## src/rtl/serial_frame_deserializer.sv

```systemverilog
// serial_frame_deserializer: hunts for a sync pattern in a 1-bit stream and assembles the following DATA_W bits (MSB first) into a word.
//   clk        : rising-edge clock
//   reset      : asynchronous active-low reset
//   din        : serial data bit
//   din_en     : din valid this cycle; all state holds when 0
//   dout       : last completed word, MSB = first payload bit
//   dout_valid : one-cycle pulse when dout is updated
//   sync_lock  : high while collecting payload (and parity)
//   parity_err : one-cycle pulse on bad even parity (tied 0 unless PARITY_CHK_EN)
//   frame_cnt  : good frames received, 8-bit modulo
// Optional feature: define PARITY_CHK_EN to append and check an even-parity bit after the payload.
module serial_frame_deserializer #(
    parameter int                DATA_W   = 8,
    parameter int                SYNC_W   = 4,
    parameter logic [SYNC_W-1:0] SYNC_PAT = 4'b1011
) (
    input  logic              clk,
    input  logic              reset,
    input  logic              din,
    input  logic              din_en,
    output logic [DATA_W-1:0] dout,
    output logic              dout_valid,
    output logic              sync_lock,
    output logic              parity_err,
    output logic [7:0]        frame_cnt
);
    localparam int CW = $clog2(DATA_W);
    localparam logic [1:0] HUNT    = 2'd0;
    localparam logic [1:0] COLLECT = 2'd1;
`ifdef PARITY_CHK_EN
    localparam logic [1:0] PARITY  = 2'd2;
`endif
    logic [1:0]        state_q, state_d;
    logic [SYNC_W-1:0] sync_q, sync_d, sync_nxt;
    logic [DATA_W-1:0] pay_q, pay_d, word;
    logic [CW-1:0]     cnt_q, cnt_d;
    logic [DATA_W-1:0] dout_q, dout_d;
    logic              valid_q, valid_d;
    logic [7:0]        fcnt_q, fcnt_d;
    logic              last;
`ifdef PARITY_CHK_EN
    logic              perr_q, perr_d;
`endif
    assign sync_nxt = {sync_q[SYNC_W-2:0], din};
    assign word     = {pay_q[DATA_W-2:0], din};
    assign last     = cnt_q == CW'(DATA_W - 1);
    always_comb begin
        state_d = state_q;
        sync_d  = sync_q;
        pay_d   = pay_q;
        cnt_d   = cnt_q;
        dout_d  = dout_q;
        fcnt_d  = fcnt_q;
        valid_d = 1'b0;
`ifdef PARITY_CHK_EN
        perr_d  = 1'b0;
`endif
        if (din_en) begin
            case (state_q)
                HUNT: begin
                    // Clearing the shreg on lock means the next hunt starts fresh, so no sync bits carry across frames.
                    if (sync_nxt == SYNC_PAT) begin
                        state_d = COLLECT;
                        sync_d  = '0;
                        cnt_d   = '0;
                    end else begin
                        sync_d = sync_nxt;
                    end
                end
                COLLECT: begin
                    pay_d = word;
                    cnt_d = cnt_q + 1'b1;
                    if (last) begin
                        cnt_d = '0;
`ifdef PARITY_CHK_EN
                        state_d = PARITY;
`else
                        state_d = HUNT;
                        dout_d  = word;
                        valid_d = 1'b1;
                        fcnt_d  = fcnt_q + 8'd1;
`endif
                    end
                end
`ifdef PARITY_CHK_EN
                PARITY: begin
                    state_d = HUNT;
                    // Even parity: payload plus parity bit must hold an even number of ones.
                    if (^{pay_q, din}) begin
                        perr_d = 1'b1;
                    end else begin
                        dout_d  = pay_q;
                        valid_d = 1'b1;
                        fcnt_d  = fcnt_q + 8'd1;
                    end
                end
`endif
                default: state_d = HUNT;
            endcase
        end
    end
    always_ff @(posedge clk or negedge reset) begin
        if (!reset) begin
            state_q <= HUNT;
            sync_q  <= '0;
            pay_q   <= '0;
            cnt_q   <= '0;
            dout_q  <= '0;
            valid_q <= 1'b0;
            fcnt_q  <= '0;
        end else begin
            state_q <= state_d;
            sync_q  <= sync_d;
            pay_q   <= pay_d;
            cnt_q   <= cnt_d;
            dout_q  <= dout_d;
            valid_q <= valid_d;
            fcnt_q  <= fcnt_d;
        end
    end
`ifdef PARITY_CHK_EN
    always_ff @(posedge clk or negedge reset) begin
        if (!reset) perr_q <= 1'b0;
        else        perr_q <= perr_d;
    end
    assign parity_err = perr_q;
`else
    assign parity_err = 1'b0;
`endif
    assign dout       = dout_q;
    assign dout_valid = valid_q;
    assign sync_lock  = state_q != HUNT;
    assign frame_cnt  = fcnt_q;
endmodule

```

## config.mk

```make
export PLATFORM = sky130hd
export DESIGN_NAME = serial_frame_deserializer
export DESIGN_NICKNAME = d
export VERILOG_FILES = /design/src/rtl/serial_frame_deserializer.sv
export SDC_FILE = /design/constraint.sdc
export NUM_CORES = 1
export LEC_CHECK = 0
export ABC_AREA = 1
export BUFFER_PORTS_ARGS = -buffer_cell sky130_fd_sc_hd__buf_2
export CAP_MARGIN = 40
export CORE_ASPECT_RATIO = 0.7
export CORE_UTILIZATION = 54
export DETAILED_ROUTE_END_ITERATION = 16
export MAX_ROUTING_LAYER = met4
export PLACE_DENSITY = 0.83
export SLEW_MARGIN = 20
export SYNTH_ARGS = -nofsm -noshare
export SYNTH_HDL_FRONTEND = slang
export SYNTH_SLANG_ARGS = --single-unit
```

## constraint.sdc

```tcl
create_clock -name clk -period 1.9 [get_ports clk]
set_input_delay 0.38 -clock clk [delete_from_list [all_inputs] [get_ports clk]]
set_output_delay 0.38 -clock clk [all_outputs]
set_load 0.02 [all_outputs]
```

After elaboration in Yosys (flattened, before gate mapping)
Cells that the tools add are included.

storage, ports and cells
  register bits after elaboration = 32
  input port bits = 4
  output and inout port bits = 19
  logic and storage cells = 32

cells by class
  add/subtract/negate cells = 2
  equal/unequal tests = 5
  muxes and demuxes = 10
  reductions and logical operators = 8

operators by type and width
  cell                 count
  $mux 3               3
  $reduce_and 3->1     3
  $add 8x1->8 const B  1
  $pmux 3 s2           1
  $eq 4x4->1 const B   1
  $mux 2               2
  $ne 2x2->1 const B   2
  $pmux 2 s2           1
  $reduce_and 2->1     2
  $reduce_bool 2->1    2
  $add 3x1->3 const B  1
  $eq 3x3->1 const B   1
  $mux 1               3
  $eq 2x1->1 const B   1
  $logic_not 2->1      1

Logic depth before layout (Yosys ltp)
  word-level depth = 4
  depth in mapped cells = 9
  mapped depth without buffers = 8

Worst setup path after synthesis
No wires, ideal clock.

  path type = register to register
  from = register cnt_q[0]
  to = register fcnt_q[5], in the netlist frame_cnt[5]
  library setup time = 0.113 ns
  arrival = 1.232 ns
  path slack = 0.555 ns
  stages on the path, launching flop included = 10
  clock period less this slack = 1.345 ns
  path through = dfrtp_1 > ha_1 > ha_1 > nand3_2 > buf_6 > inv_4 > nand3_1 > nand2_1 > nand2_1 > inv_1

on the way
  word-level cells in the longest chain between the ends = 2

ends and longest elaborated chain
  what                        RTL line  text
  from (decl)                 36        logic [CW-1:0] cnt_q, cnt_d;
  from (signal assigned)      115       cnt_q <= cnt_d;
  $eq 3x3->1                  46        assign last = cnt_q == CW'(DATA_W - 1);
  $reduce_and 3->1 (no line)  -
  to (signal assigned)        118       fcnt_q <= fcnt_d;
  to (decl)                   39        logic [7:0] fcnt_q, fcnt_d;

No other way between the ends.
A chain may end at the register's enable or synchronous reset.

Worst setup path after layout
  from = register cnt_q[0]
  to = register dout_q[5], in the netlist dout[5]

on the way
  word-level cells in the longest chain between the ends = 2

ends and longest elaborated chain
  what                        RTL line  text
  $eq 3x3->1                  46
  $reduce_and 3->1 (no line)  -
  to (signal assigned)        116       dout_q <= dout_d;
  to (decl)                   37        logic [DATA_W-1:0] dout_q, dout_d;

No other way between the ends.

==> results_dict.tcl <==
set metrics [dict create \
    drtIter0Drc 55 \
    wirelength_um 2400 \
    tightest_slew_ns 0.662 \
    reg2reg_slack_ns 0.33 \
    die_area_um2 2730 \
    syn-num-nets 156 \
    grt_usage_pct 22.4 \
    cts_tree "yes" \
    vias 1009 \
    ioPinCount 23 \
    place.gp.congestion 0.755 \
    fin_util_pct 68.3 \
    syn-instance-count 148 \
    finalHoldViolCount 0 \
    intPower_mw 1.27 \
    post_cts_resize_count 0 \
    m1WireLength_um 1110 \
    drive_gt1_share_pct 19.7 \
    cp.required_ns 2.14 \
    overflow 0 \
    maxCapViolations 0 \
    htreeDepth 2 \
    clock_path_buffers 2 \
    p_leak_nw 0.882 \
    ys_types 23 \
    reg2regPathDepth 5 \
    crit_fanout 12 \
    yosysWarnings 0 \
    top_layer "met4" \
    hpwlAfterDp_um 1800 \
    peakVddDrop_v 0.000694 \
    ant_nets 0 \
    num_antenna_cells 0 \
    slew_headroom_pct 55.9 \
    hp-class "input pin to asynchronous set/reset pin" \
    ys_ff_latch 31 \
    antenna_found_initial 0 \
    rsz0062_at_grt "false" \
    timing.fmax_mhz 636 \
    die_w_um 62.0 \
    synth_area_um2 1360 \
    seq_power_share_pct 50.4 \
    period_minus_slack_ns 1.57 \
    reg2reg_to "dout[5]" \
    cts.sinks 31 \
    grt_pass1_vias 949 \
    floorplan.initialDensity_pct 60.3 \
    yosysSeqAreaShare_pct 56.9 \
    cts_root_buf "clkbuf_4" \
    avgViaCountPerCell 4.92 \
    nets 181 \
    path_clk_slew_ns 0.10 \
    worstReg2RegStart "cnt_q[0]" \
    grt_max_degree 32 \
    criticalPathCategory "flip-flop to flip-flop" \
    routed-wl-met3_um 114 \
    setup_tns_ns 0 \
    cts_hold_buf 0 \
    power.total_mw 2.06 \
    layout_common_cells "nand2_1 (42), dfrtp_1 (31), buf_2 (21), inv_1 (20), o21ai_0 (16)" \
    async_flop_share_pct 100 \
    met2RoutedLength_um 1130 \
    cts_inserted_buffers 5 \
    p_sw_mw 0.786 \
    synth_ff_type "dfrtp_1" \
    portBuffers 21 \
    finalSetupViolations 0 \
    swShare_pct 38.2 \
    grt_pass1_wl_um 4020 \
    drt-wirelength-per-cell_um 11.7 \
    drc 0 \
    core_area_um2 2260 \
    fin_crit_sh_pct 82.8 \
    dr.pass1.iters 4 \
    p_per_area_nw_per_um2 1330 \
    crit_path_end_kind "flip-flop" \
    rows 14 \
    slew_violations 0 \
    fin_skew_ns 0.00808 \
    worstPathArrival_ns 1.81 \
    fill_cells 179 \
    die_y_um 44.0 \
    synth_area_per_cell_um2 9.21 \
    mostFrequentLayoutCell "nand2_1" \
    synth_edf_count 0 \
    hold_slack_ns 0.0706 \
    outcome "complete, no violations" \
    start_kind "flip-flop" \
    insertion_delay_ns 0.33 \
    power_frac_clock_pct 19.0 \
    comb_power_share_pct 30.7 \
    area_delta_synth_final_pct 13.3 \
    post_cts_buffers 0 \
]
==> power by group through the flow <==
stage,combinational (mW),clock (mW),sequential [mW]
3_5_place_dp,0.643,0,1.05
6_report,0.630,0.390,1.04
4_1_cts,0.644,0.394,1.04
3_3_place_gp,0.604,0,1.04
2_1_floorplan,0.334,0,1.13
5_1_grt,0.724,0.427,1.07
==> worst max path at each step <==
stage,from,endpoint,depth (start not counted),slack [ns]
2_1_floorplan,cnt_q[0],frame_cnt[5],9,0.55
3_5_place_dp,cnt_q[0],dout[5],5,0.33
4_1_cts,cnt_q[0],dout[5],5,0.29
6_report,cnt_q[0],dout[5],5,0.33
5_1_grt,cnt_q[0],dout[5],5,0.19
3_3_place_gp,cnt_q[0],dout[6],6,0.43
==> metrics by stage <==
step	setup slack, ns	cell area (um^2)	std cells
3_3_place_gp	0.430	1490	198
6_report	0.327	1540	205
3_5_place_dp	0.325	1490	198
2_1_floorplan	0.555	1360	148
5_1_grt	0.194	1540	205
4_1_cts	0.293	1540	205
==> flip-flops by register name, summed over array words and instances, names as in the netlist <==
register,cells
sync_q,3
pay_q,7
state_q,1
cnt_q,3
dout_valid,1
frame_cnt,8
dout,8
==> synthesized netlist by cell type, drive strengths merged (3+ instances only) <==
library cell  instances  share of area (%)
inv                  21                6.0
buf                   3                1.7
ha                    4                3.7
dfrtp                31                 57
o21ai                16                5.9
nand3                14                5.5
nand2                43                 12
xor2                  3                1.9
nor2                  6                3.4
==> kinds of logic after synthesis <==
group                    synth area share, %
AND/OR/NAND/NOR                         22.3
flip-flops                              56.9
buffers and inverters                   7.99
AO/OA/AOI/OAI                           6.24
XOR/XNOR                                2.57
adder cells (fa/ha/maj)                 3.67
other                                  0.275
==> routing by layer <==
layer | GRT usage (%) | vias to the layer above
met5 | - | -
met4 | 10.7 | 0
met3 | 9.65 | 6
met2 | 32.3 | 24
met1 | 27.1 | 471
li1 | - | 508
==> cell type report <==
class | instances | area (um^2) | area share, %
Clock buffer | 6 | 51.3 | 3.32
Clock inverter | 1 | 5.00 | 0.324
Inverter | 21 | 81.3 | 5.27
Multi-Input combinational cell | 92 | 478 | 31.0
Sequential cell | 31 | 776 | 50.2
Tap cell | 32 | 40.0 | 2.59
Timing Repair Buffer | 22 | 113 | 7.29
==> critical path, cell delays in order, from the launching register on <==
cell     delay [ns]
dfrtp_1        0.38
ha_1           0.19
ha_1           0.17
nand3_2        0.27
buf_4          0.28
o21ai_0        0.19
(Power assumes the default switching activity.)
